## config.mk

```make
export PLATFORM = sky130hd
export DESIGN_NAME = pe_feed_inner_flat
export DESIGN_NICKNAME = d
export VERILOG_FILES = /design/src/rtl/pe_feed_pkg.sv /design/src/rtl/pe_feed_inner_if.sv /design/src/rtl/pe_feed_idx_cnt.sv /design/src/rtl/pe_feed_inner.sv /design/src/flat_wrapper.sv
export SDC_FILE = /design/constraint.sdc
export NUM_CORES = 1
export LEC_CHECK = 0
export BUFFER_PORTS_ARGS = -buffer_cell sky130_fd_sc_hd__buf_4
export CAP_MARGIN = 20
export CELL_PAD_IN_SITES_DETAIL_PLACEMENT = 1
export CELL_PAD_IN_SITES_GLOBAL_PLACEMENT = 2
export CORE_MARGIN = 3
export CORE_UTILIZATION = 30
export CTS_CLUSTER_SIZE = 40
export DETAILED_ROUTE_END_ITERATION = 12
export PLACE_DENSITY = 0.89
export SETUP_SLACK_MARGIN = 0.02
export SLEW_MARGIN = 20
export SYNTH_ARGS = -nofsm -noshare
export SYNTH_HDL_FRONTEND = slang
export SYNTH_HIERARCHICAL = 1
export SYNTH_SLANG_ARGS = --single-unit
export TNS_END_PERCENT = 30
```

## constraint.sdc

```tcl
create_clock -name clk -period 3.56 [get_ports clk]
set_input_delay 0.356 -clock clk [delete_from_list [all_inputs] [get_ports clk]]
set_output_delay 0.356 -clock clk [all_outputs]
set_load 0.05 [all_outputs]
```

## src/rtl/pe_feed_pkg.sv

```systemverilog
// rtl/pe_feed_pkg.sv - shared widths, state type and index constants for the PE operand feeder
package pe_feed_pkg;

    localparam int IWIDTH = 8;
    localparam int IDEPTH = 3;
    localparam int KWIDTH = 16;

    // Final bit-serial cycle of a MAC, and the cycle just before it.
    localparam logic [IDEPTH-1:0] LAST_IDX = IDEPTH'(IWIDTH - 1);
    localparam logic [IDEPTH-1:0] PEN_IDX  = IDEPTH'(IWIDTH - 2);

    typedef enum logic [1:0] {
        IDLE = 2'd0,
        LOAD = 2'd1,
        RUN  = 2'd2,
        FIN  = 2'd3
    } pe_feed_state_t;

endpackage

```

## src/rtl/pe_feed_inner_if.sv

```systemverilog
// rtl/pe_feed_inner_if.sv - operand-pair valid/ready stream into the PE feeder
interface pe_feed_inner_if;
    import pe_feed_pkg::*;

    logic                     in_valid;
    logic                     in_ready;
    logic signed [IWIDTH-1:0] in_ifm;
    logic signed [IWIDTH-1:0] in_wght;

    modport master (
        output in_valid,
        output in_ifm,
        output in_wght,
        input  in_ready
    );

    modport slave (
        input  in_valid,
        input  in_ifm,
        input  in_wght,
        output in_ready
    );

endinterface

```

## src/rtl/pe_feed_idx_cnt.sv

```systemverilog
// rtl/pe_feed_idx_cnt.sv - bit-serial index counter with clear, enable and last-cycle flag
module pe_feed_idx_cnt #(
    parameter int               WIDTH = 3,
    parameter logic [WIDTH-1:0] LAST  = '1
) (
    input  logic             clk,
    input  logic             rst_n,
    input  logic             i_clr,
    input  logic             i_en,
    output logic [WIDTH-1:0] o_cnt,
    output logic             o_last
);

    logic [WIDTH-1:0] r_cnt;

    // Clear has priority so a new MAC always restarts at index 0.
    always_ff @(posedge clk) begin
        if (!rst_n) begin
            r_cnt <= '0;
        end else if (i_clr) begin
            r_cnt <= '0;
        end else if (i_en) begin
            r_cnt <= r_cnt + 1'b1;
        end
    end

    assign o_cnt  = r_cnt;
    assign o_last = (r_cnt == LAST);

endmodule

```

## src/rtl/pe_feed_inner.sv

```systemverilog
// rtl/pe_feed_inner.sv - PE operand feeder/sequencer; define PE_FEED_STALL_CNT_EN to add the stall_cnt output
module pe_feed_inner
    import pe_feed_pkg::*;
(
    input  logic                     clk,
    input  logic                     rst_n,
    input  logic                     start,
    input  logic [KWIDTH-1:0]        cfg_k,
    output logic                     busy,
    output logic                     done,
    pe_feed_inner_if.slave           s_in,
    output logic [IDEPTH-1:0]        idx,
    output logic                     mac_done,
    output logic                     en_i,
    output logic                     en_w,
    output logic                     clr_i,
    output logic                     clr_w,
    output logic                     en_o,
    output logic                     clr_o,
    output logic signed [IWIDTH-1:0] ifm,
    output logic signed [IWIDTH-1:0] wght
`ifdef PE_FEED_STALL_CNT_EN
    ,
    output logic [KWIDTH-1:0]        stall_cnt
`endif
);

    pe_feed_state_t           r_state;
    logic [KWIDTH-1:0]        r_k_left;
    logic                     r_first;
    logic                     r_busy;
    logic                     r_done;
    logic                     r_mac_done;
    logic                     r_en_i;
    logic                     r_en_w;
    logic                     r_clr_i;
    logic                     r_clr_w;
    logic                     r_en_o;
    logic                     r_clr_o;
    logic signed [IWIDTH-1:0] r_ifm;
    logic signed [IWIDTH-1:0] r_wght;

    logic [IDEPTH-1:0]        w_cnt;
    logic                     w_last;
    logic                     w_cnt_en;
    logic                     w_cnt_clr;
    logic                     w_k_nz;
    logic                     w_in_ready;
    logic                     w_hs;

    // A new pair is taken while waiting in LOAD, or on the last bit cycle
    // of a MAC when more MACs remain, which keeps back-to-back MACs gapless.
    assign w_k_nz     = (r_k_left != '0);
    assign w_in_ready = (r_state == LOAD) || ((r_state == RUN) && w_last && w_k_nz);
    assign w_hs       = s_in.in_valid && w_in_ready;
    assign s_in.in_ready = w_in_ready;

    // The index only advances inside a MAC; everywhere else it parks at 0.
    assign w_cnt_en  = (r_state == RUN) && !w_last;
    assign w_cnt_clr = !w_cnt_en;

    pe_feed_idx_cnt #(
        .WIDTH (IDEPTH),
        .LAST  (LAST_IDX)
    ) u_idx_cnt (
        .clk    (clk),
        .rst_n  (rst_n),
        .i_clr  (w_cnt_clr),
        .i_en   (w_cnt_en),
        .o_cnt  (w_cnt),
        .o_last (w_last)
    );

    // Job sequencing: state, remaining MAC count, operand capture and the
    // registered PE controls, which are set on the edge entering their cycle.
    always_ff @(posedge clk) begin
        if (!rst_n) begin
            r_state    <= IDLE;
            r_k_left   <= '0;
            r_first    <= 1'b0;
            r_busy     <= 1'b0;
            r_done     <= 1'b0;
            r_mac_done <= 1'b0;
            r_en_i     <= 1'b0;
            r_en_w     <= 1'b0;
            r_clr_i    <= 1'b0;
            r_clr_w    <= 1'b0;
            r_en_o     <= 1'b0;
            r_clr_o    <= 1'b0;
            r_ifm      <= '0;
            r_wght     <= '0;
        end else begin
            r_en_i     <= 1'b0;
            r_en_w     <= 1'b0;
            r_en_o     <= 1'b0;
            r_clr_o    <= 1'b0;
            r_mac_done <= 1'b0;
            r_done     <= 1'b0;
            r_clr_i    <= 1'b0;
            r_clr_w    <= 1'b0;
            if (w_hs) begin
                // Pair accepted: next cycle is bit 0 of a fresh MAC.
                r_ifm      <= s_in.in_ifm;
                r_wght     <= s_in.in_wght;
                r_k_left   <= r_k_left - 1'b1;
                r_state    <= RUN;
                r_en_i     <= 1'b1;
                r_en_w     <= 1'b1;
                r_en_o     <= 1'b1;
                r_clr_o    <= r_first;
                r_first    <= 1'b0;
                r_mac_done <= (LAST_IDX == IDEPTH'(0));
            end else begin
                unique case (r_state)
                    IDLE: begin
                        if (start) begin
                            r_busy <= 1'b1;
                            if (cfg_k != '0) begin
                                r_k_left <= cfg_k;
                                r_first  <= 1'b1;
                                r_state  <= LOAD;
                            end else begin
                                r_state  <= FIN;
                            end
                        end
                    end
                    LOAD: begin
                        r_state <= LOAD;
                    end
                    RUN: begin
                        if (!w_last) begin
                            r_en_o     <= 1'b1;
                            r_mac_done <= (w_cnt == PEN_IDX);
                        end else if (w_k_nz) begin
                            r_state <= LOAD;
                        end else begin
                            r_state <= FIN;
                            r_done  <= 1'b1;
                            r_clr_i <= 1'b1;
                            r_clr_w <= 1'b1;
                            r_busy  <= 1'b0;
                        end
                    end
                    FIN: begin
                        // An empty job arrives here with done still low and
                        // spends one extra cycle to raise it.
                        if (r_done) begin
                            r_state <= IDLE;
                        end else begin
                            r_done  <= 1'b1;
                            r_clr_i <= 1'b1;
                            r_clr_w <= 1'b1;
                            r_busy  <= 1'b0;
                        end
                    end
                    default: begin
                        r_state <= IDLE;
                    end
                endcase
            end
        end
    end

`ifdef PE_FEED_STALL_CNT_EN
    logic [KWIDTH-1:0] r_stall_cnt;

    // Saturating count of cycles spent waiting in LOAD for an operand pair.
    always_ff @(posedge clk) begin
        if (!rst_n) begin
            r_stall_cnt <= '0;
        end else if ((r_state == IDLE) && start) begin
            r_stall_cnt <= '0;
        end else if ((r_state == LOAD) && !s_in.in_valid && (r_stall_cnt != '1)) begin
            r_stall_cnt <= r_stall_cnt + 1'b1;
        end
    end

    assign stall_cnt = r_stall_cnt;
`endif

    assign busy     = r_busy;
    assign done     = r_done;
    assign idx      = w_cnt;
    assign mac_done = r_mac_done;
    assign en_i     = r_en_i;
    assign en_w     = r_en_w;
    assign clr_i    = r_clr_i;
    assign clr_w    = r_clr_w;
    assign en_o     = r_en_o;
    assign clr_o    = r_clr_o;
    assign ifm      = r_ifm;
    assign wght     = r_wght;

endmodule

```

## src/flat_wrapper.sv

```systemverilog
// flat-port wrapper written by rule: the top's interface ports become plain ports
module pe_feed_inner_flat import pe_feed_pkg::*;
  (clk, rst_n, start, cfg_k, busy, done, idx, mac_done, en_i, en_w, clr_i, clr_w, en_o, clr_o, ifm, wght, s_in_in_valid, s_in_in_ifm, s_in_in_wght, s_in_in_ready);
  pe_feed_inner_if s_in_i ();
  input  logic clk;
  input  logic rst_n;
  input  logic start;
  input  logic [KWIDTH-1:0] cfg_k;
  output logic busy;
  output logic done;
  output logic [IDEPTH-1:0] idx;
  output logic mac_done;
  output logic en_i;
  output logic en_w;
  output logic clr_i;
  output logic clr_w;
  output logic en_o;
  output logic clr_o;
  output logic signed [IWIDTH-1:0] ifm;
  output logic signed [IWIDTH-1:0] wght;
  input wire logic [$bits(s_in_i.in_valid)-1:0] s_in_in_valid;
  input wire logic [$bits(s_in_i.in_ifm)-1:0] s_in_in_ifm;
  input wire logic [$bits(s_in_i.in_wght)-1:0] s_in_in_wght;
  output wire logic [$bits(s_in_i.in_ready)-1:0] s_in_in_ready;
  assign s_in_i.in_valid = s_in_in_valid;
  assign s_in_i.in_ifm = s_in_in_ifm;
  assign s_in_i.in_wght = s_in_in_wght;
  assign s_in_in_ready = s_in_i.in_ready;
  pe_feed_inner u_core (.clk(clk), .rst_n(rst_n), .start(start), .cfg_k(cfg_k), .busy(busy), .done(done), .s_in(s_in_i), .idx(idx), .mac_done(mac_done), .en_i(en_i), .en_w(en_w), .clr_i(clr_i), .clr_w(clr_w), .en_o(en_o), .clr_o(clr_o), .ifm(ifm), .wght(wght));
endmodule
```

# Word level (Yosys, flattened, before mapping)
# Index checks and enable logic that the tools add are counted.
[word_totals]
register_bits = 44
output_inout_bits = 29
input_bits = 36
[op_classes]
addsub = 2
n_mux = 24
bitwise = 3
n_reduce_logical = 22
eq_ne = 13
[op_table]
columns = ["operator", "n"]
rows = [
  ["$mux W16", 4],
  ["$reduce_bool A16 Y1", 2],
  ["$sub A16 B1 Y16 const B", 1],
  ["$mux W2", 6],
  ["$reduce_and A3 Y1", 4],
  ["$mux W1", 11],
  ["$pmux W2 S4", 1],
  ["$eq A3 B3 Y1 const B", 2],
  ["$ne A2 B2 Y1 const B", 3],
  ["$ne A3 B1 Y1 const B", 2],
  ["$reduce_and A6 Y1", 1],
  ["$reduce_bool A2 Y1", 3],
  ["$eq A2 B2 Y1 const B", 2],
  ["$logic_and A1 B1 Y1", 4],
  ["$ne A2 B1 Y1 const B", 2],
  ["$reduce_and A2 Y1", 2],
  ["$reduce_or A4 Y1", 1],
  ["$add A3 B1 Y3 const B", 1],
  ["$ne A3 B2 Y1 const B", 1],
  ["$not A1 Y1", 3],
  ["$pmux W1 S3", 1],
  ["$reduce_bool A3 Y1", 1],
  ["$eq A2 B1 Y1 const B", 1],
  ["$logic_not A2 Y1", 1],
  ["other kinds (4)", 4],
]

# Longest topological paths before layout
[logic_depth]
ltp_word = 7
ltp_mapped = 8
ltp_nobuf = 7

# Modules after synthesis
# The synthesis kept the hierarchy.
[by_module_without_submodules]
columns = ["mod", "area_per_inst_um2", "seq_area_each_um2", "instances", "cells_per_inst"]
rows = [
  ["pe_feed_inner", 1923.1, 820.8, 1, 236],
  ["pe_feed_idx_cnt", 131.4, 60.1, 1, 12],
]

# Worst setup path before layout
# OpenSTA, ideal clock, no wires.
[synth_path]
path_kind = "register to register"
from = "register u_core.u_idx_cnt.r_cnt[0] (netlist: u_core/u_idx_cnt/o_cnt[0])"
to = "register u_core.r_k_left[11]"
synth_period_minus_slack_ns = 2.726
arrival_time_ns = 2.652
setup_slack_ns = 0.834
setup_ns = 0.074
stages_incl_launch_ff = 9
path_cell_list = "dfxtp_1 > ha_1 > ha_1 > and3b_1 > o21ai_4 > or4_1 > clkbuf_1 > or4_2 > a31oi_1"
[synth_between]
elab_chain_cells = 7
[synth_lines]
columns = ["item", "line", "text"]
rows = [
  ["start: declaration", "pe_feed_idx_cnt.sv:14", "logic [WIDTH-1:0] r_cnt;"],
  ["start signal: assignment", "pe_feed_idx_cnt.sv:23", "r_cnt <= r_cnt + 1'b1;"],
  ["$eq A3 B3 Y1 (*)", "pe_feed_idx_cnt.sv:28", "assign o_last = (r_cnt == LAST);"],
  ["net u_core.w_last", "pe_feed_inner.sv:44", "logic w_last;"],
  ["$logic_and A1 B1 Y1 (*) (2 in a row)", "pe_feed_inner.sv:54", "assign w_in_ready = (r_state == LOAD) || ((r_state == RUN) && w_last && w_k_nz);"],
  ["$logic_or A1 B1 Y1 (*)", "pe_feed_inner.sv:54", ""],
  ["$logic_and A1 B1 Y1 (*)", "pe_feed_inner.sv:55", "assign w_hs = s_in.in_valid && w_in_ready;"],
  ["$reduce_bool A2 Y1 (no source line)", "--", ""],
  ["$reduce_and A3 Y1 (no source line)", "--", ""],
  ["end signal: assignment", "pe_feed_inner.sv:105", "r_k_left <= r_k_left - 1'b1;"],
  ["end signal: assignment", "pe_feed_inner.sv:119", "r_k_left <= cfg_k;"],
  ["end: declaration", "pe_feed_inner.sv:29", "logic [KWIDTH-1:0] r_k_left;"],
]
# The timed path passes the listed nets; every way through them passes the cells marked *.
# A chain may end at the register's enable or synchronous reset.

# Worst setup path after layout
[layout_path]
from = "register u_core.r_k_left[0]"
to = "output s_in_in_ready"
[layout_between]
elab_chain_cells = 3
[layout_lines]
columns = ["item", "line", "text"]
rows = [
  ["$reduce_bool A16 Y1", "pe_feed_inner.sv:53", "assign w_k_nz = (r_k_left != '0);"],
  ["$logic_and A1 B1 Y1", "pe_feed_inner.sv:54", ""],
  ["$logic_or A1 B1 Y1", "pe_feed_inner.sv:54", ""],
  ["end: declaration", "flat_wrapper.sv:24", "output wire logic [$bits(s_in_i.in_ready)-1:0] s_in_in_ready;"],
]
# No other way between the ends.

==> results.ini <==
[route]
drtPass1Iterations = 4
drt-initial-drc-count = 77
postRouteAntennaNets = 0
num_vias = 2042
routed_via_density = 5.332
wl_per_cell_microns = 15.57
drc = 0
postRouteWirelength_microns = 5963

[power]
p_seq_share_pct = 45.6
p_comb_share_pct = 30.8
clockPowerShare_pct = 23.6
peakVddDrop_uv = 157.9
power.switching_w = 0.0004370
switching_share_pct = 35.00
leakagePower_nw = 1.064
intPower_w = 0.0008115
p_per_area_nw_per_um2 = 468.9

[setup_path]
max_stage_delay_ns = 0.54
critPathCaptureType = primary output
r2r_setup_slack_ns = 0.81
rr_worst_depth = 7
critPathMaxFanout = 5
crit_path_end = s_in_in_ready
cp_cell_sequence = inv_1 > ha_1 > or4b_1 > or4_4 > nor2_1 > nor2_1 > a21o_1 > buf_4
worstPathArrival_ns = 2.51
worstSetupStartpointType = flip-flop
r2r_end = u_core/r_k_left[6]$_SDFFE_PN0P_
cpMaxStageDelayCell = or4b_1
worstSetupStartpoint = u_core/r_k_left[0]$_SDFFE_PN0P_
reg2reg_from = u_core/r_k_left[0]$_SDFFE_PN0P_
crit_top_cell = nor2_1
worst-setup-path-type = reg2out
cp.required_ns = 3.20

[global_route]
grt_pass1_vias = 2021
grt_max_degree = 28
grt-ovfl-total = 0
grt_usage_pct = 15.23
grt_pass1_wl_microns = 9446
antenna_found_initial = 0

[synthesis]
synth_adder_area_share_pct = 1.827
synth_ff_type = dfxtp_1
synth_area_sq_um = 2054
synth_edf_count = 0
synth.area.mux_share_pct = 0.9744
async_flop_share_pct = 0
synth_area_per_cell_sq_um = 8.284
synth_top_area_cell = dfxtp_1
ys_top_cells_by_count = nand2_1 (48), dfxtp_1 (44), a21oi_1 (28), nor2_1 (20), clkbuf_1 (11)
synth_top_area_share_pct = 42.87
yosysSeqAreaShare_pct = 42.87
synth_warnings = 6
synthCells = 248
ys_ff_latch = 44
synth.top_cells.by_area = dfxtp_1 (43%), nand2_1 (8.8%), a21oi_1 (6.8%), nor2_1 (3.7%), o311ai_0 (3.0%)
synth_compound_area_share_pct = 24.00
syn_nets = 287
synth_cell_types = 46
synth_xor_area_share_pct = 0.4263
synth_simple_gate_area_share_pct = 25.27
synth_top_family_by_area = simple AND/OR/NAND/NOR gates
synth.most_common_cell = nand2_1

[sta]
slew_headroom_pct = 43.13
holdWs_ns = 0.3193
timing.final.ws_setup_ns = 0.6897
tightest_slew_ns = 0.8530
fin_skew_ns = 0.003200
final_hold_viol_count = 0
setup_tns_ns = 0
setup_viol = 0
fin_crit_ns = 2.870
finalMaxSlewViolations = 0
max_freq_mhz = 348.4
rsz0062_at_grt = no
period_share_pct = 80.63

[clock_network]
cts_max_level = 2
cts_buffers = 5
root_buffer = clkbuf_8
cts_hold_buf = 0
clk_pin_slew_ns = 0.08
cts_tree = built
clockBufferDepth = 2
cts_sinks = 44
ctsResizeCount = 0
insertion_delay_ns = 0.28
post-cts-setup-buffers = 0

[finish]
syn_to_final_growth_pct = 29.60
final_nets = 345
layout-drive-gt1-share_pct = 29.08
final_util_pct = 40.99
antenna_cells = 0

[run]
drv_cap = 0

[placed_design]
place_ws_ns = 0.7956
dp_hpwl_microns = 4495
portBuffers = 64
gp_congestion = 0.8310

[floorplan]
coreArea_sq_um = 6495
die_area_sq_um = 7877
start_util_pct = 31.63
row_count = 29
die_w_microns = 88.76
die_h_microns = 88.76
io_pins = 65

[run_status]
outcome = finished clean

[min_path]
hold_class = in2reg

layer usage:
layer  vias to the layer above  share of wire, %  track usage, %
met1                       971                45           20.28
met3                         4               4.5           1.955
li1                       1016                 -               -
met5                         -                 0               0
met2                        51                49           25.03
met4                         0               1.4           5.769
final cells by class:
| class | count | area [sq um] |
|---|---|---|
| inverters | 7 | 26.28 |
| repair buffers | 66 | 495.5 |
| flip-flops and latches | 44 | 880.8 |
| well taps | 77 | 96.34 |
| fillers | 785 | 3832 |
| clock inverters | 2 | 12.51 |
| multi-input cells | 182 | 1082 |
| clock buffers | 5 | 68.82 |
worst max-delay path, delay by kind of cell (launching register included):
| kind | cells | cell delay, ns |
|---|---|---|
| DFF | 1 | 0.34 |
| buffers and inverters | 2 | 0.27 |
| adders and majority gates | 1 | 0.21 |
| and+or+nand+nor | 4 | 1.23 |
| AOI/OAI and AO/OA | 1 | 0.17 |
sequential cells by signal, summed over array words and instances, names as in the netlist, 2 cells and up:
| signal | cells |
|---|---|
| u_core/ifm | 8 |
| u_core/r_k_left | 16 |
| u_core/r_state | 2 |
| u_core/u_idx_cnt/o_cnt | 3 |
| u_core/wght | 8 |
placed cells by master (no fill, tap or decap), types with 3 or more instances in the layout:
cell,n
a211oi_1,4
a21oi_1,27
a21oi_2,3
a22oi_1,3
a31oi_1,6
buf_4,66
clkbuf_8,5
dfxtp_1,44
ha_1,3
inv_1,6
nand2_1,48
nor2_1,20
nor3_1,3
nor4_1,6
o211ai_1,5
o21ai_0,3
o311ai_0,7
or2_2,3
or3_1,6
how the worst min path moves through the flow:
| stage | slack [ns] | to | start | depth (start not counted) |
|---|---|---|---|---|
| 2_1_floorplan | 0.43 | u_core/r_first$_SDFFE_PP0P_ | u_core/r_first$_SDFFE_PP0P_ | 2 |
| 3_5_place_dp | 0.45 | u_core/wght[4]$_SDFFE_PN0N_ | u_core/wght[4]$_SDFFE_PN0N_ | 2 |
| 4_1_cts | 0.31 | u_core/wght[2]$_SDFFE_PN0N_ | s_in_in_wght[2] | 3 |
| 6_report | 0.32 | u_core/ifm[6]$_SDFFE_PN0N_ | s_in_in_ifm[6] | 3 |
| 5_1_grt | 0.31 | u_core/wght[5]$_SDFFE_PN0N_ | s_in_in_wght[5] | 3 |
| 3_3_place_gp | 0.44 | u_core/ifm[1]$_SDFFE_PN0N_ | u_core/ifm[1]$_SDFFE_PN0N_ | 2 |
through the flow:
step	power [W]	cell area (sq um)	std cells
global placement	0.0009587	2581	376
floorplan	0.0008392	2054	248
CTS	0.001261	2663	383
detailed placement	0.0009658	2581	376
global route	0.001324	2663	383
finish	0.001248	2663	383
power by group through the flow:
| stage | sequential, W | clock (W) | combinational (W) |
|---|---|---|---|
| global placement | 0.000580 | 0 | 0.000379 |
| CTS | 0.000570 | 0.000305 | 0.000386 |
| floorplan | 0.000622 | 0 | 0.000217 |
| finish | 0.000570 | 0.000294 | 0.000385 |
| detailed placement | 0.000581 | 0 | 0.000385 |
| global route | 0.000577 | 0.000325 | 0.000422 |
logic make-up (layout without fill, tap and decap cells):
logic type	count (synthesis)	in the layout
buffers and inverters	22	80
multiplexers	2	2
AND/OR/NAND/NOR	106	106
XOR/XNOR	1	1
flip-flops	44	44
AO/OA/AOI/OAI	70	70
adder cells (fa/ha/maj)	3	3
Note: power is estimated with default switching activity, not from simulation.
